File: src/rtl/butterfly_pkg.sv
// Shared types and helpers for the pipelined radix-2 butterfly.
package butterfly_pkg;

    typedef enum logic {
        BF_SCALE_NONE = 1'b0,
        BF_SCALE_HALF = 1'b1
    } bf_scale_e;

    // Signed range limits of a w-bit two's complement value (w < 32).
    function automatic logic signed [31:0] bf_smax(input int unsigned w);
        return (32'sd1 <<< (w - 1)) - 32'sd1;
    endfunction

    function automatic logic signed [31:0] bf_smin(input int unsigned w);
        return -(32'sd1 <<< (w - 1));
    endfunction

endpackage

File: src/rtl/bf_round_sat.sv
// One-component output stage: scale-by-2 with optional rounding, or unscaled with overflow detect.
// BUTTERFLY_SATURATE_EN clamps unscaled overflows instead of wrapping.
module bf_round_sat
    import butterfly_pkg::*;
#(
    parameter int unsigned WIDTH = 16,
    parameter int unsigned RH    = 0
) (
    input  logic signed [WIDTH:0]   s,
    input  bf_scale_e               scale,
    output logic signed [WIDTH-1:0] r,
    output logic                    ovf
);

`ifdef BUTTERFLY_SATURATE_EN
    localparam logic signed [WIDTH-1:0] SMAX = WIDTH'(bf_smax(WIDTH));
    localparam logic signed [WIDTH-1:0] SMIN = WIDTH'(bf_smin(WIDTH));
`endif

    logic [WIDTH:0] rnd;
    logic           wrap_ovf;

    assign rnd      = s + (WIDTH + 1)'(RH);
    assign wrap_ovf = s[WIDTH] ^ s[WIDTH-1];

    always_comb begin
        r   = s[WIDTH-1:0];
        ovf = 1'b0;
        if (scale == BF_SCALE_HALF) begin
            r = WIDTH'(rnd >> 1);
        end else begin
            ovf = wrap_ovf;
`ifdef BUTTERFLY_SATURATE_EN
            if (wrap_ovf)
                r = s[WIDTH] ? SMIN : SMAX;
`endif
        end
    end

endmodule

File: src/rtl/butterfly_pipe.sv
// Two-stage pipelined radix-2 complex butterfly with valid/ready flow control and overflow flags.
// Optional BUTTERFLY_SATURATE_EN: unscaled overflows saturate rather than wrap.
module butterfly_pipe
    import butterfly_pkg::*;
#(
    parameter int unsigned WIDTH = 16,
    parameter int unsigned RH    = 0
) (
    input  logic                    clock,
    input  logic                    reset_n,
    input  logic                    in_valid,
    output logic                    in_ready,
    input  logic                    in_scale,
    input  logic                    in_last,
    input  logic signed [WIDTH-1:0] x0_real,
    input  logic signed [WIDTH-1:0] x0_imag,
    input  logic signed [WIDTH-1:0] x1_real,
    input  logic signed [WIDTH-1:0] x1_imag,
    output logic                    out_valid,
    input  logic                    out_ready,
    output logic signed [WIDTH-1:0] y0_real,
    output logic signed [WIDTH-1:0] y0_imag,
    output logic signed [WIDTH-1:0] y1_real,
    output logic signed [WIDTH-1:0] y1_imag,
    output logic                    out_last,
    output logic                    out_ovf,
    output logic                    ovf_sticky,
    input  logic                    ovf_clr
);

    logic                  s1_valid;
    logic                  s1_last;
    bf_scale_e             s1_scale;
    logic signed [WIDTH:0] s1_sum_r, s1_sum_i, s1_dif_r, s1_dif_i;
    logic                  s1_adv, s2_adv;

    logic signed [WIDTH-1:0] r_y0r, r_y0i, r_y1r, r_y1i;
    logic                    o_y0r, o_y0i, o_y1r, o_y1i;

    assign s2_adv   = !out_valid || out_ready;
    assign s1_adv   = !s1_valid || s2_adv;
    assign in_ready = s1_adv;

    // Stage 1: full-precision add/sub, sign-extended to WIDTH+1 bits.
    always_ff @(posedge clock or negedge reset_n) begin
        if (!reset_n) begin
            s1_valid <= 1'b0;
            s1_last  <= 1'b0;
            s1_scale <= BF_SCALE_NONE;
            s1_sum_r <= '0;
            s1_sum_i <= '0;
            s1_dif_r <= '0;
            s1_dif_i <= '0;
        end else if (s1_adv) begin
            s1_valid <= in_valid;
            if (in_valid) begin
                s1_last  <= in_last;
                s1_scale <= bf_scale_e'(in_scale);
                s1_sum_r <= {x0_real[WIDTH-1], x0_real} + {x1_real[WIDTH-1], x1_real};
                s1_sum_i <= {x0_imag[WIDTH-1], x0_imag} + {x1_imag[WIDTH-1], x1_imag};
                s1_dif_r <= {x0_real[WIDTH-1], x0_real} - {x1_real[WIDTH-1], x1_real};
                s1_dif_i <= {x0_imag[WIDTH-1], x0_imag} - {x1_imag[WIDTH-1], x1_imag};
            end
        end
    end

    bf_round_sat #(.WIDTH(WIDTH), .RH(RH)) u_y0r (.s(s1_sum_r), .scale(s1_scale), .r(r_y0r), .ovf(o_y0r));
    bf_round_sat #(.WIDTH(WIDTH), .RH(RH)) u_y0i (.s(s1_sum_i), .scale(s1_scale), .r(r_y0i), .ovf(o_y0i));
    bf_round_sat #(.WIDTH(WIDTH), .RH(RH)) u_y1r (.s(s1_dif_r), .scale(s1_scale), .r(r_y1r), .ovf(o_y1r));
    bf_round_sat #(.WIDTH(WIDTH), .RH(RH)) u_y1i (.s(s1_dif_i), .scale(s1_scale), .r(r_y1i), .ovf(o_y1i));

    // Stage 2: output register; the sticky flag sees the transfer being completed this edge.
    always_ff @(posedge clock or negedge reset_n) begin
        if (!reset_n) begin
            out_valid  <= 1'b0;
            out_last   <= 1'b0;
            out_ovf    <= 1'b0;
            ovf_sticky <= 1'b0;
            y0_real    <= '0;
            y0_imag    <= '0;
            y1_real    <= '0;
            y1_imag    <= '0;
        end else begin
            if (s2_adv) begin
                out_valid <= s1_valid;
                if (s1_valid) begin
                    out_last <= s1_last;
                    out_ovf  <= o_y0r | o_y0i | o_y1r | o_y1i;
                    y0_real  <= r_y0r;
                    y0_imag  <= r_y0i;
                    y1_real  <= r_y1r;
                    y1_imag  <= r_y1i;
                end
            end
            if (out_valid && out_ready && out_ovf)
                ovf_sticky <= 1'b1;
            else if (ovf_clr)
                ovf_sticky <= 1'b0;
        end
    end

endmodule
File: config.mk
export PLATFORM = sky130hd
export DESIGN_NAME = butterfly_pipe
export DESIGN_NICKNAME = d
export VERILOG_FILES = /design/src/rtl/butterfly_pkg.sv /design/src/rtl/bf_round_sat.sv /design/src/rtl/butterfly_pipe.sv
export SDC_FILE = /design/constraint.sdc
export NUM_CORES = 1
export LEC_CHECK = 0
export CELL_PAD_IN_SITES_DETAIL_PLACEMENT = 1
export CELL_PAD_IN_SITES_GLOBAL_PLACEMENT = 1
export CORE_MARGIN = 4
export CORE_UTILIZATION = 37
export CTS_CLUSTER_SIZE = 10
export DETAILED_ROUTE_END_ITERATION = 7
export PLACE_DENSITY_LB_ADDON = 0.1
export SYNTH_ARGS = -nofsm -noshare
export SYNTH_HDL_FRONTEND = slang
export SYNTH_SLANG_ARGS = --single-unit
File: constraint.sdc
create_clock -name clock -period 1.5 [get_ports clock]
set_input_delay 0.3 -clock clock [delete_from_list [all_inputs] [get_ports clock]]
set_output_delay 0.3 -clock clock [all_outputs]
set_load 0.05 [all_outputs]
==> metrics <==
run status=complete, but fails checks; violated checks=setup timing; worst reg-to-reg path cell count=6; most area-hungry cell type in the Yosys netlist=dfrtp_1; clock transition at the registers of the reported paths=0.07 ns; Total GRT Usage=27.05%; Cell Count, Final, Fillers Out=1675; PD cells=1284 nW/um2; PnR worst setup slack=-0.5397 ns; Worst slew margin=63.73%; Die ar.=26250 um2; CTS tree=yes; flops & latches, synth=137; fraction of layout instances using a drive strength above 1=48.60%; r2r startpoint=out_valid; GP Congestion=0.8683; Residual DRC=0; most frequent cells in the layout=buf_4, nand2_1, dfrtp_1, buf_12, o21ai_0; Fin Setup TNS=-12.87 ns; Initial Util=37.51%; f_max=0.4903 GHz; MaxCap Viol Count=0; initial antenna violation count=0; antenna cells=0; reg2reg end=s1_sum_i[16]; slew at the pin closest to its max-slew limit=0.5384 ns; Top Usage Layer GRT=met2; Via density=5.780; first drt pass iteration count=5; per-cell routed wire length=26.43 um; Area growth syn-to-layout=80.73%; clk sink count=137; global-route wire length before repair=56210 um; Tcrit/Tclk final=136.0%; Top FF cell, synth=dfrtp_1; Syn Area/Cell=8.975 um2; Worst-Skew Late Latency=0.43 ns; post-route ant nets=0; minimum clock period=2.040 ns; CP endpoint kind=flop; Nets=1482; critical path type=in2reg; clk_skew=0.01056 ns; setup violators final=46; commonest non-fill, non-tap cell in the layout=buf_4; post-synthesis async set-or-reset flop share=100.0%; reg2reg setup slack=-0.10 ns; final WL=44270 um; H-tree Lvls=4; CP max FO=2; dpl cells=1563; Area contributors post-synth=dfrtp_1, ha_1, o21ai_0; vias in the first global route=9855; Std-Cell Core Area=23400 um2; GR Layer Usage met3=3.096%; Syn Inst Count=978; IO Port Bufs=139; Synth Cell Area=8777 um2; GR Layer Usage met1=36.38%; peak supply drop=0.6343 mV; routing usage on met2=46.94%; grt ovf=0; pin count of the biggest net entering global routing=58; Vias=9682; Post-synth EDFFs=0; CP required=1.80 ns; Post-Layout Inst Area=15860 um2; synth warn=0; row cnt=56; die width=162.0 um; Placed Area=12990 um2; final hold vios=0; area share of the largest cell type after synthesis=39.06%; Data arrival, critical path=2.34 ns; HP Class=in2reg; Longest Clk Path Bufs=2; total power=20370 uW; Hold Crit Start=x1_real[0]; fill count=2389; Ports=140; DR iter-0 viols=863; Critical Path Source Type=input pin; post-synth net total=1117; CTS root buf=clkbuf_16; TritonCTS Buffers=17; Post-Place Worst Slack=-1.393 ns; Hold Crit Endpoint=s1_sum_r[0]; Distinct cells, synth=70; Die Height=162.0 um; leak pwr=0.007068 uW; HPWL after DPL=22960 um; Seq/Total Area, Yosys=39.06%; Pins Over Slew Limit=0; RSZ-0062 raised after global routing=true; hold depth=4
==> how the worst max path moves through the flow <==
stage	startpoint	endpoint	slack, ns	cells after the start
CTS	x1_imag[0]	s1_sum_i[12]	-0.47	11
floorplan	x1_imag[2]	s1_sum_i[15]	-0.58	10
global placement	x0_imag[0]	s1_sum_i[14]	-1.28	11
global route	x0_imag[0]	s1_sum_i[12]	-0.56	11
detailed placement	x0_imag[0]	s1_sum_i[16]	-1.39	10
finish	x0_imag[0]	s1_sum_i[12]	-0.54	11
==> cell usage after synthesis, drive strengths merged (4+ instances only) <==
library cell	n
nor2b	12
nand2b	17
nor3	13
ha	64
nand4	8
nand3	9
a2111oi	6
xor2	12
nor4	7
dfrtp	137
o31ai	13
a221oi	4
mux2i	60
inv	62
a21oi	44
buf	22
a211oi	6
xnor2	42
o21ai	138
a21o	6
and3	4
nand2	153
nor2	37
clkbuf	40
o21bai	4
fa	4
a31oi	9
==> area by class of cell <==
type | instances | area, um2 | share of cell area, %
Tap cell | 319 | 399.1 | 2.516
Clock inverter | 14 | 127.6 | 0.8045
Sequential cell | 137 | 3433 | 21.64
Multi-Input combinational cell | 717 | 6621 | 41.74
Timing Repair Buffer | 408 | 4529 | 28.55
Inverter | 62 | 312.8 | 1.972
Clock buffer | 18 | 439.2 | 2.769
==> worst max-delay path, cell delays in order <==
cell and delay [ns]:
buf_8 0.10, ha_4 0.16, fa_2 0.34, nor2b_4 0.15, o311ai_4 0.36, buf_6 0.17
o2bb2ai_4 0.14, nor2_4 0.07, a2111oi_4 0.24, xnor2_1 0.20, o21ai_1 0.11
==> metrics by stage <==
step                      utilization, %  hold WS [ns]
final                              67.78        0.2788
after global routing               67.78        0.2960
after CTS                          64.61        0.2697
after detailed placement           55.51        0.2457
after global placement             55.51        0.2475
after floorplan                        -      0.004409
==> what timing repair did <==
item | in CTS | in global routing
hold buffers | 1 | 0
pin swaps | 139 | 118
endpoints found under the setup margin | 59 | 65
endpoints found under the hold margin | 32 | 0
setup buffers | 59 | 37
gates cloned | 0 | 2
gates resized for setup | 455 | 134
==> power breakdown <==
group | leakage [uW] | total, uW | internal [uW] | switching (uW)
Clock | 0.000275 | 4170 | 2230 | 1940
Sequential | 0.00170 | 5830 | 4650 | 1180
Combinational | 0.00510 | 10400 | 4850 | 5510
Total | 0.00707 | 20400 | 11700 | 8640
==> per-layer routing <==
metal / vias to the layer above / part of all wire [%]
met1: 4926 / 40
met2: 495 / 51
met4: 0 / 3.4
met3: 135 / 5.5
li1: 4126 / -
met5: - / 0
==> sequential cells by signal (all words and copies together) (netlist names) <==
register	count
out_valid	1
y1_real	16
y0_real	16
s1_dif_r	16
y1_imag	16
s1_dif_i	17
s1_scale	1
y0_imag	16
out_last	1
s1_valid	1
s1_last	1
ovf_sticky	1
s1_sum_r	17
s1_sum_i	16
out_ovf	1
==> kinds of logic after synthesis <==
family	count (synthesis)	synth area share, %
adders and majority gates	68	10.04
AOI/OAI and AO/OA	261	18.87
DFF	137	39.06
xor gates and xnor gates	54	5.388
buffers and inverters	124	5.659
muxes	62	7.099
and+or+nand+nor	272	13.88
Note: power is estimated with default switching activity, not from simulation.
